$ cat src/rtl/sound_pkg.sv
// rtl/sound_pkg.sv - shared constants for the sound latch controller
package sound_pkg;

  localparam int IRQ_DIV_DEFAULT = 512;
  localparam int CNT_W_DEFAULT   = 10;
  localparam int LATCH_W         = 8;

  localparam logic [7:0] LATCH_CLR_PORT = 8'h04;
  localparam logic [7:0] LATCH_RD_PORT  = 8'h06;

endpackage

$ cat src/rtl/rise_detect.sv
// rtl/rise_detect.sv - 1-bit registered rising-edge detector
module rise_detect (
  input  logic clk,
  input  logic reset,
  input  logic din,
  output logic pulse
);

  logic prev;

  // Remember last cycle's level so a held level yields a single pulse
  always_ff @(posedge clk) begin
    if (reset) prev <= 1'b0;
    else       prev <= din;
  end

  assign pulse = din & ~prev;

endmodule

$ cat src/rtl/sound_latch_ctrl.sv
// rtl/sound_latch_ctrl.sv - 68K-to-Z80 sound command latch and Z80 periodic interrupt
module sound_latch_ctrl
  import sound_pkg::*;
#(
  parameter int IRQ_DIV = IRQ_DIV_DEFAULT,
  parameter int CNT_W   = CNT_W_DEFAULT
) (
  input  logic               clk,
  input  logic               reset,
  input  logic               z80_cen,
  input  logic               m68k_latch_cs,
  input  logic               m68k_rw,
  input  logic               m68k_lds_n,
  input  logic [LATCH_W-1:0] m68k_dout,
  input  logic               z80_latch_r_cs,
  input  logic               z80_latch_clr_cs,
  input  logic               z80_rd_n,
  input  logic               z80_wr_n,
  input  logic               z80_m1_n,
  input  logic               z80_iorq_n,
  output logic [LATCH_W-1:0] sound_latch,
  output logic               latch_pending,
  output logic [LATCH_W-1:0] z80_latch_dout,
  output logic               z80_int_n
);

  localparam logic [CNT_W-1:0] DIV_LAST = CNT_W'(IRQ_DIV - 1);

  logic wr_ev;
  logic clr_ev;
  logic ack;
  logic tick;
  logic irq_req;
  logic [CNT_W-1:0] div_cnt;

  // Only lower-byte 68K writes to the latch address carry the command byte
  rise_detect u_wr_det (
    .clk   (clk),
    .reset (reset),
    .din   (m68k_latch_cs & ~m68k_rw & ~m68k_lds_n),
    .pulse (wr_ev)
  );

  // Either a read or a write cycle on the clear port clears the latch
  rise_detect u_clr_det (
    .clk   (clk),
    .reset (reset),
    .din   (z80_latch_clr_cs & (~z80_rd_n | ~z80_wr_n)),
    .pulse (clr_ev)
  );

  // M1 together with IORQ is the Z80 interrupt acknowledge cycle
  rise_detect u_ack_det (
    .clk   (clk),
    .reset (reset),
    .din   (~z80_m1_n & ~z80_iorq_n),
    .pulse (ack)
  );

  // Latch update; a new command takes priority over a simultaneous clear
  always_ff @(posedge clk) begin
    if (reset) begin
      sound_latch   <= '0;
      latch_pending <= 1'b0;
    end else if (wr_ev) begin
      sound_latch   <= m68k_dout;
      latch_pending <= 1'b1;
    end else if (clr_ev) begin
      sound_latch   <= '0;
      latch_pending <= 1'b0;
    end
  end

  assign tick = z80_cen && (div_cnt == DIV_LAST);

  // Free-running interrupt divider on the Z80 clock-enable
  always_ff @(posedge clk) begin
    if (reset)        div_cnt <= '0;
    else if (z80_cen) div_cnt <= (div_cnt == DIV_LAST) ? '0 : div_cnt + 1'b1;
  end

  // Interrupt request held until acknowledged; a tick beats a same-cycle ack
  always_ff @(posedge clk) begin
    if (reset)     irq_req <= 1'b0;
    else if (tick) irq_req <= 1'b1;
    else if (ack)  irq_req <= 1'b0;
  end

  assign z80_int_n      = ~irq_req;
  assign z80_latch_dout = (z80_latch_r_cs & ~z80_rd_n) ? sound_latch : '1;

endmodule

$ cat config.mk
export PLATFORM = sky130hd
export DESIGN_NAME = sound_latch_ctrl
export DESIGN_NICKNAME = d
export VERILOG_FILES = /design/src/rtl/sound_pkg.sv /design/src/rtl/rise_detect.sv /design/src/rtl/sound_latch_ctrl.sv
export SDC_FILE = /design/constraint.sdc
export NUM_CORES = 1
export LEC_CHECK = 0
export ABC_AREA = 1
export CAP_MARGIN = 20
export CORE_MARGIN = 2
export CORE_UTILIZATION = 45
export CTS_BUF_LIST = sky130_fd_sc_hd__clkbuf_4 sky130_fd_sc_hd__clkbuf_8
export CTS_CLUSTER_SIZE = 30
export DETAILED_ROUTE_END_ITERATION = 8
export PLACE_DENSITY = 0.8
export SKIP_CTS_REPAIR_TIMING = 1
export SLEW_MARGIN = 20
export SYNTH_ARGS = -nofsm -noshare
export SYNTH_HDL_FRONTEND = slang
export SYNTH_SLANG_ARGS = --single-unit
$ cat constraint.sdc
create_clock -name clk -period 1.91 [get_ports clk]
set_input_delay 0.382 -clock clk [delete_from_list [all_inputs] [get_ports clk]]
set_output_delay 0.382 -clock clk [all_outputs]
set_load 0.01 [all_outputs]
==> impl_metrics.csv <==
group,metric,value,unit
drt,drt_iter0_drc,26,
sta,period_minus_slack,1.840,ns
drt,num_vias,1107,
run_status,outcome,"finished clean",
synthesis,synth_edf_count,0,
synthesis,synth.most_common_cell,"nand2_1",
sta,slew_violations,0,
sta,finClkSkew,0.006561,ns
global_routing,grt_usage,18.30,%
power,ir_drop,0.3444,mV
floorplanning,ioPinCount,38,
setup_path,critPathTopFamily,"buffers and inverters",
flow_run,max-cap-violations,0,
sta,fin_setup_tns,0,ns
clock_tree,cts.sinks,23,
floorplanning,die_w,52.59,um
global_routing,grt_pass1_wl,3.822,mm
setup_path,crit_chain,"clkdlybuf4s50_1 -> nor2_4 -> buf_4 -> buf_4 -> nand2_1 -> dlymetal6s2s_1",
cells_and_area,fin_nets,214,
synthesis,yosysSeqAreaShare,43.35,%
synthesis,syn_inst,150,
place,io_buffers,37,
global_routing,grt_overflow,0,
clock_tree,cts_buffer_depth,2,
floorplanning,start_util,48.02,%
drt,via_per_inst,5.032,
clock_tree,cts.reportedPaths.clkPinSlew,0.11,ns
synthesis,synthDistinctLibCells,22,
setup_path,critPathCaptureType,"output pin",
drt,wl_per_cell,11.40,um
synthesis,ys.flop_type,"dfxtp_1",
floorplanning,rows,17,
synthesis,synth_common_cells,"nand2_1 (29), dfxtp_1 (23), inv_1 (23), nor2_1 (17), nand3_1 (15)",
setup_path,critical_path_buf_inv_count,4,
cells_and_area,final_util,69.68,%
clock_tree,clock_latency,0.31,ns
synthesis,yosys_warnings,0,
setup_path,cpMostUsedCell,"buf_4",
global_routing,grt_max_degree,17,
synthesis,synth_top_area_cell,"dfxtp_1",
synthesis,ys_seq_elements,23,
drt,ant_nets,0,
setup_path,arrival,1.46,ns
setup_path,cp_max_fo,4,
power,power_per_cell_area,566.5,nW/um2
sta,slew_headroom,78.57,%
place,gp_routability_congestion,0.7909,
sta,max_freq,543.4,MHz
synthesis,async_reset_ff_share,0,%
clock_tree,cts_tree,"done",
synthesis,syn_nets,171,
clock_tree,numCtsBuffers,3,
setup_path,start_kind,"input pin",
synthesis,synth_area_leaders,"dfxtp_1 (43%), nand2_1 (10%), inv_1 (8.1%)",
sta,period_share,96.36,%
sta,fin_hold_ws,0.4678,ns
drt,remaining_drc_errors,0,
cells_and_area,n_antenna_cell,0,
setup_path,critPathMaxStageDelay,0.47,ns
floorplanning,die_area,2765,um2
min_path,hp-class,"reg2reg",
clock_tree,cts-root-buf,"clkbuf_4",
setup_path,cp_slowest_cell,"clkdlybuf4s50_1",
drt,routed_wl,2.507,mm
setup_path,crit_type,"in2out",
clock_tree,htreeDepth,1,
cells_and_area,drive_gt1_share,8.854,%
power,p_leak,0.6194,nW
drt,firstDrtPassIters,4,
floorplanning,die_h,52.59,um
cells_and_area,syn2layout_area_growth,45.11,%
synthesis,netlist_area,1062,um2
setup_path,cp.required,1.53,ns
sta,worst_pin_slew,0.3186,ns
sta,rsz0062_at_grt,"no",
floorplanning,core,2212,um2
place,hpwl,1.931,mm
sta,hold_viol_final,0,
power,finalPower,873.2,uW
sta,setup_violations,0,
synthesis,yosysTopAreaCellShare,43.35,%
global_routing,antenna_found_initial,0,
global_routing,grt_pass1_vias,914,
synthesis,syn_avg_cell_area,7.082,um2
-- cell type report --
cell class	count	area, um2
clock buffer	4	30.03
fill	188	670.6
timing repair buffer	42	427.9
inverter	24	90.09
multi-input combinational	99	498.0
tap	28	35.03
sequential	23	460.4
-- sequential cells by signal, summed over array words and instances, names as in the netlist --
| signal | count |
|---|---|
| sound_latch | 8 |
| u_clr_det.prev | 1 |
| latch_pending | 1 |
| irq_req | 1 |
| u_ack_det.prev | 1 |
| u_wr_det.prev | 1 |
| div_cnt | 10 |
-- worst paths after layout --
path                                      to  cells after the start                        from  slack, ns
setup / recovery           z80_latch_dout[4]                      6                    z80_rd_n       0.07
hold reg to reg   latch_pending$_SDFFE_PP0P_                      2  latch_pending$_SDFFE_PP0P_       0.47
hold / removal    latch_pending$_SDFFE_PP0P_                      2  latch_pending$_SDFFE_PP0P_       0.47
setup reg to reg     div_cnt[3]$_SDFFE_PP0P_                      6     div_cnt[1]$_SDFFE_PP0P_       0.63
-- routing by layer --
metal / track usage [%] / up-vias / wire length (um)
met3: 4.571 / 2 / 215
met1: 22.64 / 496 / 1088
met2: 30.83 / 43 / 1184
met4: 5.983 / 0 / 19
met5: 0 / - / 0
li1: - / 566 / -
-- metrics by stage --
| stage | instances | area, um2 | setup WS, ns |
|---|---|---|---|
| 2_1_floorplan | 150 | 1062 | 0.6963 |
| 3_3_place_gp | 213 | 1461 | -0.2538 |
| 3_5_place_dp | 213 | 1461 | -0.3205 |
| 4_1_cts | 217 | 1491 | -0.3216 |
| 5_1_grt | 220 | 1541 | 0.01733 |
| 6_report | 220 | 1541 | 0.06960 |
-- power breakdown --
part	leakage, nW	switching [mW]	internal (mW)
Clock	0.0184	0.134	0.0958
Combinational	0.414	0.0642	0.0792
Sequential	0.187	0.00780	0.492
-- cell families (layout without fill, tap and decap cells) --
group,after synthesis,after routing,share of synthesized area (%)
AND/OR/NAND/NOR,81,81,35.81
buffers and inverters,28,70,10.48
flip-flops,23,23,43.34
AO/OA/AOI/OAI,15,15,7.539
XOR/XNOR,2,2,1.649
adder cells (fa/ha/maj),1,1,1.178
-- worst min-delay path, cell delays in order, from the launching register on --
cell and delay (ns):
dfxtp_1 0.32, nand2_1 0.06, a21oi_1 0.05
-- layout by cell type (no fill, tap or decap) --
cell             count
xor2_1               1
buf_4                5
o31ai_1              1
nor2_4               2
ha_1                 1
nand4_1              9
a21boi_0             1
clkbuf_4             4
dlymetal6s2s_1       8
nand2_1             29
nand3_2              2
dfxtp_1             23
clkinv_1             1
a21oi_1             13
nand3_1             15
nor3_1               4
nand2_2              1
inv_1               23
clkdlybuf4s50_1     29
nor2_2               3
nor2_1              16
xnor2_1              1
Note: power is estimated with default switching activity, not from simulation.
